--- src/rtl/alu_mul_seq.sv ---
// alu_mul_seq: sequential unsigned 16x16->32 shift-add multiplier.
// The block shares the execute-stage ALU with the pipeline. While it is idle,
// the pipeline's ALU controls pass straight through. While a multiply runs,
// the block drives the ALU with add operations and stalls the pipeline.
module alu_mul_seq #(
    parameter int WIDTH = 16,
    parameter int CNT_W = 4
) (
    input  logic             clk,
    input  logic             rst,
    input  logic             start,
    input  logic [WIDTH-1:0] mul_a,
    input  logic [WIDTH-1:0] mul_b,
    input  logic [WIDTH-1:0] pipe_A,
    input  logic [WIDTH-1:0] pipe_B,
    input  logic             pipe_Cin,
    input  logic             pipe_invA,
    input  logic             pipe_invB,
    input  logic             pipe_sign,
    input  logic [3:0]       pipe_Op,
    output logic [WIDTH-1:0] alu_A,
    output logic [WIDTH-1:0] alu_B,
    output logic             alu_Cin,
    output logic             alu_invA,
    output logic             alu_invB,
    output logic             alu_sign,
    output logic [3:0]       alu_Op,
    input  logic [WIDTH-1:0] alu_Out,
    input  logic             alu_Ofl,
    output logic             stall,
    output logic             done,
    output logic [WIDTH-1:0] prod_hi,
    output logic [WIDTH-1:0] prod_lo
);

    localparam logic [3:0]       OP_ADD   = 4'b0100;
    localparam logic [CNT_W-1:0] CNT_LAST = CNT_W'(WIDTH - 1);

    typedef enum logic [1:0] {S_IDLE, S_ADD, S_SHIFT, S_DONE} state_t;

    // One bundle per ALU requester, so the mux below is a single select.
    typedef struct packed {
        logic [WIDTH-1:0] a;
        logic [WIDTH-1:0] b;
        logic             cin;
        logic             inva;
        logic             invb;
        logic             sign;
        logic [3:0]       op;
    } alu_ctl_t;

    state_t           state, state_nxt;
    logic [WIDTH-1:0] mc, hi, lo;
    logic             c;
    logic [CNT_W-1:0] cnt;
    logic             busy;
    logic             accept;
    alu_ctl_t         pipe_ctl, mul_ctl, alu_ctl;

    assign busy   = (state == S_ADD) || (state == S_SHIFT);
    assign accept = start && !busy;

    assign pipe_ctl = '{a: pipe_A, b: pipe_B, cin: pipe_Cin, inva: pipe_invA,
                        invb: pipe_invB, sign: pipe_sign, op: pipe_Op};
    // Unsigned add with no carry-in, so alu_Ofl is the carry-out of hi+mc.
    assign mul_ctl  = '{a: hi, b: mc, cin: 1'b0, inva: 1'b0,
                        invb: 1'b0, sign: 1'b0, op: OP_ADD};
    assign alu_ctl  = busy ? mul_ctl : pipe_ctl;

    assign alu_A    = alu_ctl.a;
    assign alu_B    = alu_ctl.b;
    assign alu_Cin  = alu_ctl.cin;
    assign alu_invA = alu_ctl.inva;
    assign alu_invB = alu_ctl.invb;
    assign alu_sign = alu_ctl.sign;
    assign alu_Op   = alu_ctl.op;

    assign stall    = busy;
    assign done     = (state == S_DONE);
    assign prod_hi  = hi;
    assign prod_lo  = lo;

    // State register; reset aborts any multiply in flight.
    always_ff @(posedge clk) begin
        if (rst) state <= S_IDLE;
        else     state <= state_nxt;
    end

    // Next state: a start is taken only from IDLE or DONE; the multiplier
    // LSB decides whether each bit costs an ADD before its SHIFT.
    always_comb begin
        state_nxt = state;
        case (state)
            S_IDLE:  if (start) state_nxt = mul_b[0] ? S_ADD : S_SHIFT;
            S_DONE:  state_nxt = start ? (mul_b[0] ? S_ADD : S_SHIFT) : S_IDLE;
            S_ADD:   state_nxt = S_SHIFT;
            S_SHIFT: begin
                if (cnt == CNT_LAST) state_nxt = S_DONE;
                else                 state_nxt = lo[1] ? S_ADD : S_SHIFT;
            end
            default: state_nxt = S_IDLE;
        endcase
    end

    // Datapath: load operands, capture ALU sum and carry, then shift {c,hi,lo}.
    always_ff @(posedge clk) begin
        if (rst) begin
            mc  <= '0;
            hi  <= '0;
            lo  <= '0;
            c   <= 1'b0;
            cnt <= '0;
        end else begin
            case (state)
                S_ADD: begin
                    hi <= alu_Out;
                    c  <= alu_Ofl;
                end
                S_SHIFT: begin
                    {c, hi, lo} <= {1'b0, c, hi, lo[WIDTH-1:1]};
                    cnt         <= cnt + 1'b1;
                end
                default: begin
                    if (accept) begin
                        mc  <= mul_a;
                        hi  <= '0;
                        lo  <= mul_b;
                        c   <= 1'b0;
                        cnt <= '0;
                    end
                end
            endcase
        end
    end

endmodule

--- config.mk ---
export PLATFORM = sky130hd
export DESIGN_NAME = alu_mul_seq
export DESIGN_NICKNAME = d
export VERILOG_FILES = /design/src/rtl/alu_mul_seq.sv
export SDC_FILE = /design/constraint.sdc
export NUM_CORES = 1
export LEC_CHECK = 0
export BUFFER_PORTS_ARGS = -buffer_cell sky130_fd_sc_hd__buf_2
export CORE_MARGIN = 2
export CORE_UTILIZATION = 45
export CTS_CLUSTER_SIZE = 30
export DETAILED_ROUTE_END_ITERATION = 12
export PLACE_DENSITY = 0.91
export REMOVE_ABC_BUFFERS = 1
export SETUP_SLACK_MARGIN = 0.4
export SYNTH_ARGS = -nofsm -noshare
export SYNTH_HDL_FRONTEND = slang
export SYNTH_SLANG_ARGS = --single-unit
--- constraint.sdc ---
create_clock -name clk -period 1.9 [get_ports clk]
set_input_delay 0.095 -clock clk [delete_from_list [all_inputs] [get_ports clk]]
set_output_delay 0.095 -clock clk [all_outputs]
set_load 0.005 [all_outputs]
==> qor.yml, run 1 <==
run_status:
  status: "finished, final reports clean"
cells_and_area:
  num_antenna_cells: 0
  nNetsFinal: 591
  layout-drive-gt1-share: 0.738
  layoutNonFillerInstCount: 570
  stdcell_area_um2: 5620
  area_delta_synth_final_pct: 84.9
timing:
  timing.hold.ws_ps: 23.0
  finalHoldViolCount: 0
  setup_violations: 0
  tightest_slew_ps: 592
  timing.final.crit_share: 0.994
  timing.fmax_ghz: 0.530
  relSlewSlack: 0.605
  rsz0062_at_grt: "yes"
  slew_violations: 0
  skew_ps: 16.4
  fin_setup_tns_ps: 0
  fin_crit_ps: 1890
clocking:
  clockRootBuffer: "clkbuf_8"
  clock_path_buffers: 2
  cts_sinks: 55
  cts_tree: "done"
  insertion_delay_ps: 320
  holdBufCountCts: 0
  h-tree-depth: 2
  clkTransAtPathRegs_ps: 110
  cts_made_buffers: 5
worst_setup_path:
  end_kind: "output port"
  crit_required_ps: 1800
  critical-path-top-delay-family: "buffers and inverters"
  crit_path_start_kind: "flip-flop"
  r2r_end: "prod_lo[0]$_SDFFE_PP0P_"
  r2r_setup_slack_ps: 110
  path_buf_inv: 3
  crit_cells: 5
  crit_chain: "inv_2 > ha_4 > buf_12 > mux2_2 > buf_2"
  worstSetupPathType: "reg2out"
  crit_slowest_cell: "ha_4"
  arrival_ps: 1790
  reg2reg_from: "state[0]$_SDFFE_PP0P_"
  slowest_delay_ps: 370
  critPathMaxFanout: 15
  reg2reg_depth: 7
global_routing:
  gr-total-overflow: 0
  grt_pass1_wl_um: 17300
  antenna_found_initial: 0
  grt_use_total: 0.298
  first_global_vias: 3323
  grt_max_degree: 28
die:
  chipHeight_um: 86.2
  start_util: 0.471
  io_pins: 166
  rows: 29
  die_area_um2: 7430
  dieWidth_um: 86.2
  core_um2: 6460
synthesis:
  netlist.area_leader.share: 0.362
  synth_common_cells: "dfxtp_1, nand2_1, mux2_2"
  ys_top_cells_by_area: "dfxtp_1, mux2_2, a2111oi_2"
  yosysWarningCount: 0
  synth_seq_area_share: 0.362
  syn-cell-area_um2: 3040
  syn-instance-count: 297
  ys_ff_latch: 55
  synthFlopType: "dfxtp_1"
  synth_area_leader_cell: "dfxtp_1"
  synth_cell_types: 41
  synth_edf_count: 0
  postSynth.asyncResetShare: 0
  syn_area_per_cell_um2: 10.2
  yosysMostFrequentCell: "dfxtp_1"
detailed_routing:
  drt_pass1_iterations: 5
  route.met3.wl_um: 866
  met2RoutedLength_um: 7160
  drc: 0
  vias: 3513
  drt-met1-wl_um: 4980
  drtIter0Drc: 151
  routedWlPerCell_um: 23.9
  routed_via_density: 6.16
  routed_wl_um: 13600
  ant_nets: 0
  top_layer: "met4"
power_and_ir_drop:
  p_switching_uw: 4410
  p_int_uw: 6280
  p_sw_frac: 0.413
  cellPowerDensity_nw_per_um2: 1900
  clkPwrFrac: 0.074
  power_uw: 10700
  ir_drop_mv: 1.22
  seqPwrFrac: 0.174
  p_leak_uw: 0.00243
  combPwrFrac: 0.752
worst_hold_path:
  holdPathEnd: "c$_SDFFE_PP0P_"
  hold_start: "alu_Ofl"
  hold_path_depth: 2
  hold_path_class: "in2reg"
placed_design:
  dpl-instance-area_um2: 3890
  numPortBuffers: 165
  dp.cells: 524
  hpwl_um: 5800
  gp_congestion: 0.763
flow_run:
  drv_cap: 0
[layout make-up]
cell class / count / area (µm²)
well taps: 77 / 96.3
clock inverters: 1 / 30.0
inverters: 5 / 21.3
repair buffers: 220 / 1740
multi-input cells: 206 / 2560
clock buffers: 6 / 72.6
flip-flops and latches: 55 / 1100
fillers: 299 / 838
[state kept, by name (all words and copies together), names as in the netlist]
register  count
cnt           4
c             1
mc           16
prod_lo      16
prod_hi      16
state         2
[how the worst max path moves through the flow]
stage	slack, ps	start	endpoint
after floorplan	-940	state[0]$_SDFFE_PP0P_	cnt[3]$_SDFFE_PP0P_
after CTS	80	state[0]$_SDFFE_PP0P_	alu_B[8]
after global placement	120	state[1]$_SDFFE_PP0P_	prod_lo[13]$_SDFFE_PP0P_
after detailed placement	50	state[1]$_SDFFE_PP0P_	prod_lo[3]$_SDFFE_PP0P_
final	10	state[1]$_SDFFE_PP0P_	alu_A[3]
after global routing	-30	state[1]$_SDFFE_PP0P_	alu_A[3]
[power by group through the flow]
stage | clock network [µW] | registers [µW] | logic (µW)
after floorplan | 0 | 1700 | 2360
after global placement | 0 | 1710 | 3760
after detailed placement | 0 | 1720 | 3870
after CTS | 757 | 1740 | 6710
after global routing | 830 | 1890 | 8340
final | 789 | 1860 | 8050
[stage by stage]
step / utilization / worst slack, ps
4_1_cts: 0.793 / 81.0
2_1_floorplan: - / -938
6_report: 0.870 / 11.8
3_5_place_dp: 0.603 / 48.3
5_1_grt: 0.870 / -32.7
3_3_place_gp: 0.603 / 124
[placed cells by master (no fill, tap or decap), drive strengths merged, types with 16 or more instances in the layout]
cell,instances
buf,219
dfxtp,55
nand2,34
mux2,33
a21oi,19
a31o,17
a2111oi,16
a22oi,16
o2bb2ai,16
mux2i,16
[cells by family (layout without fill, tap and decap cells)]
| logic type | after synthesis | in the layout | synth area share |
|---|---|---|---|
| adder cells (fa/ha/maj) | 6 | 6 | 0.0247 |
| flip-flops | 55 | 55 | 0.362 |
| buffers and inverters | 36 | 232 | 0.0737 |
| AO/OA/AOI/OAI | 92 | 92 | 0.260 |
| AND/OR/NAND/NOR | 59 | 59 | 0.104 |
| multiplexers | 49 | 49 | 0.175 |
[per-layer routing]
metal  vias up  GRT usage
li1       1520          -
met1      1717      0.332
met2       214      0.570
met3        62     0.0476
met4         0     0.0994
met5         -          0
[repair_timing]
| action | 4_1_cts | 5_1_grt |
|---|---|---|
| resized for setup | 138 | 84 |
| cloned | 10 | 0 |
| setup buffers | 21 | 8 |
| endpoints found under the setup margin | 96 | 96 |
| pin swaps | 50 | 35 |
No activity file was read; power rests on OpenSTA's default activity.
==> inputs of run 2 (changes only) <==
--- a/config.mk
+++ b/config.mk
@@ -5,6 +5,7 @@
 export SDC_FILE = /design/constraint.sdc
 export NUM_CORES = 1
 export LEC_CHECK = 0
+export ABC_AREA = 1
 export BUFFER_PORTS_ARGS = -buffer_cell sky130_fd_sc_hd__buf_2
 export CORE_MARGIN = 2
 export CORE_UTILIZATION = 45
==> qor.yml, run 2 <==
die:
  dieWidth_um: 85.8  # was 86.2 µm
  io_pins: 166  # unchanged
  die_area_um2: 7350  # was 7430 µm²
  chipHeight_um: 85.8  # was 86.2 µm
  rows: 29  # unchanged
  core_um2: 6420  # was 6460 µm²
  start_util: 0.468  # was 0.471
cells_and_area:
  num_antenna_cells: 0  # unchanged
  layout_commonest_cell: "buf_2"  # unchanged
  nNetsFinal: 747  # was 591
  layout_common_cells: "buf_2, nand2_1, nor2_1"  # was buf_2, dfxtp_1, buf_6
  layoutNonFillerInstCount: 725  # was 570
  layout-drive-gt1-share: 0.460  # was 0.738
  area_delta_synth_final_pct: 56.4  # was 84.9%
timing:
  finalHoldViolCount: 0  # unchanged
  setup_violations: 0  # unchanged
  timing.fmax_ghz: 0.597  # was 0.530 GHz
  tightest_slew_ps: 318  # was 592 ps
  fin_crit_ps: 1680  # was 1890 ps
  rsz0062_at_grt: "yes"  # unchanged
  timing.final.crit_share: 0.882  # was 0.994
  fin_setup_tns_ps: 0  # unchanged
  slew_violations: 0  # unchanged
  timing.final.ws_setup_ps: 225  # was 11.8 ps
  relSlewSlack: 0.788  # was 0.605
  skew_ps: 9.66  # was 16.4 ps
worst_hold_path:
  hold_path_class: "in2reg"  # unchanged
global_routing:
  first_global_vias: 3297  # was 3,323
  grt_max_degree: 36  # was 28
  grt_pass1_wl_um: 15100  # was 17,300 µm
  grt_use_total: 0.254  # was 0.298
  gr-total-overflow: 0  # unchanged
  antenna_found_initial: 0  # unchanged
flow_run:
  drv_cap: 0  # unchanged
clocking:
  h-tree-depth: 2  # unchanged
  cts_tree: "done"  # unchanged
  insertion_delay_ps: 310  # was 320 ps
  clock_path_buffers: 2  # unchanged
  clkTransAtPathRegs_ps: 100  # was 110 ps
  clockRootBuffer: "clkbuf_8"  # unchanged
  cts_sinks: 55  # unchanged
  cts_made_buffers: 5  # unchanged
synthesis:
  syn_area_per_cell_um2: 6.45  # was 10.2 µm²
  synthFlopType: "dfxtp_1"  # unchanged
  yosysWarningCount: 0  # unchanged
  postSynth.asyncResetShare: 0  # unchanged
  synth_area_leader_cell: "dfxtp_1"  # unchanged
  synth_cell_types: 27  # was 41
  synth_edf_count: 0  # unchanged
  netlist.area_leader.share: 0.366  # was 0.362
  syn-cell-area_um2: 3010  # was 3040 µm²
  synth_common_cells: "nand2_1, nor2_1, dfxtp_1"  # was dfxtp_1, nand2_1, mux2_2
  yosysMostFrequentCell: "nand2_1"  # was dfxtp_1
  syn-instance-count: 466  # was 297
  synth_seq_area_share: 0.366  # was 0.362
  ys_top_cells_by_area: "dfxtp_1, nand2_1, nor2_1"  # was dfxtp_1, mux2_2, a2111oi_2
  ys_ff_latch: 55  # unchanged
worst_setup_path:
  crit_path_start_kind: "flip-flop"  # unchanged
  path_buf_inv: 4  # was 3
  critical-path-top-delay-family: "buffers and inverters"  # unchanged
  arrival_ps: 1580  # was 1790 ps
  r2r_setup_slack_ps: 280  # was 110 ps
  end_kind: "output port"  # unchanged
  slowest_delay_ps: 360  # was 370 ps
  crit_required_ps: 1800  # about the same
  crit_slowest_cell: "ha_4"  # unchanged
  worstSetupPathType: "reg2out"  # unchanged
  critPathMaxFanout: 6  # was 15
  crit_chain: "inv_2 > ha_4 > buf_12 > buf_16 > nand2_4 > nand2_1 > buf_2"  # was inv_2 > ha_4 > buf_12 > mux2_2 > buf_2
detailed_routing:
  drc: 15  # was 0
  routed_wl_um: 11100  # was 13,600 µm
  route.met3.wl_um: 835  # was 866 µm
  ant_nets: 0  # unchanged
  routedWlPerCell_um: 15.3  # was 23.9 µm
  met2RoutedLength_um: 5600  # was 7160 µm
  drtIter0Drc: 228  # was 151
  top_layer: "met4"  # unchanged
  drt-met1-wl_um: 4190  # was 4980 µm
  vias: 3744  # was 3,513
  routed_via_density: 5.16  # was 6.16
  drt_pass1_iterations: 9  # was 5
power_and_ir_drop:
  cellPowerDensity_nw_per_um2: 1200  # was 1900 nW/µm²
  power_uw: 5640  # was 10,700 µW
  ir_drop_mv: 0.607  # was 1.22 mV
  p_leak_uw: 0.00251  # was 0.00243 µW
placed_design:
  dp_slack_ps: 44.1  # was 48.3 ps
  gp_congestion: 0.829  # was 0.763
  dp.cells: 692  # was 524
  numPortBuffers: 165  # unchanged
  hpwl_um: 6420  # was 5800 µm
run_status:
  status: "finished, violations left"  # was finished, final reports clean
  violations: "design-rule violations"
-- run 2: final timing paths --
path | startpoint | endpoint | depth (start not counted)
max | state[1]$_SDFFE_PP0P_ | alu_A[8] | 7
min | mul_a[7] | mc[7]$_SDFFE_PP0P_ | 3
max reg2reg | state[1]$_SDFFE_PP0P_ | prod_hi[8]$_SDFFE_PP0P_ | 9
min reg2reg | prod_lo[0]$_SDFFE_PP0P_ | prod_lo[0]$_SDFFE_PP0P_ | 2
-- run 2: cell type report --
cell class | instances | area, µm²
clock inverter | 1 | 7.51
tap | 77 | 96.3
inverter | 25 | 115
multi-input combinational | 361 | 1970
clock buffer | 5 | 68.8
timing repair inverter | 1 | 11.3
fill | 469 | 1720
sequential | 55 | 1100
timing repair buffer | 200 | 1330
-- run 2: cells by family after synthesis --
kind of cell,synth area share
AOI/OAI and AO/OA,0.153
xor gates and xnor gates,0.00291
adders and majority gates,0.0250
buffers and inverters,0.0811
DFF,0.366
and+or+nand+nor,0.372
-- run 2: power breakdown --
part           total, µW  switching (µW)  internal, µW
combinational       3460            1840          1630
clock                620             374           246
sequential          1560             172          1390
-- run 2: stage by stage --
step	utilization	instance area (µm²)	hold slack [ps]
2_1_floorplan	-	2860	157
3_3_place_gp	0.601	3860	346
3_5_place_dp	0.601	3860	354
4_1_cts	0.684	4390	38.2
5_1_grt	0.733	4710	54.4
6_report	0.733	4710	33.8
-- run 2: timing repair --
item / in CTS / in global routing
gates resized for setup: 63 / 55
pin swaps: 28 / 3
gates cloned: 5 / 4
hold buffers: 0 / 0
setup endpoints to repair: 94 / 85
setup buffers: 12 / 6
-- run 2: layer usage --
metal	up-vias	global-route usage
met5	-	0
met4	0	0.0909
met3	42	0.0472
met2	202	0.457
met1	1681	0.301
li1	1819	-
-- run 2: worst reg2reg max path: cells and delay by family, from the launching register on --
kind	cells	cell delay [ps]
and+or+nand+nor	4	400
adders and majority gates	1	360
DFF	1	350
buffers and inverters	3	320
AOI/OAI and AO/OA	1	130
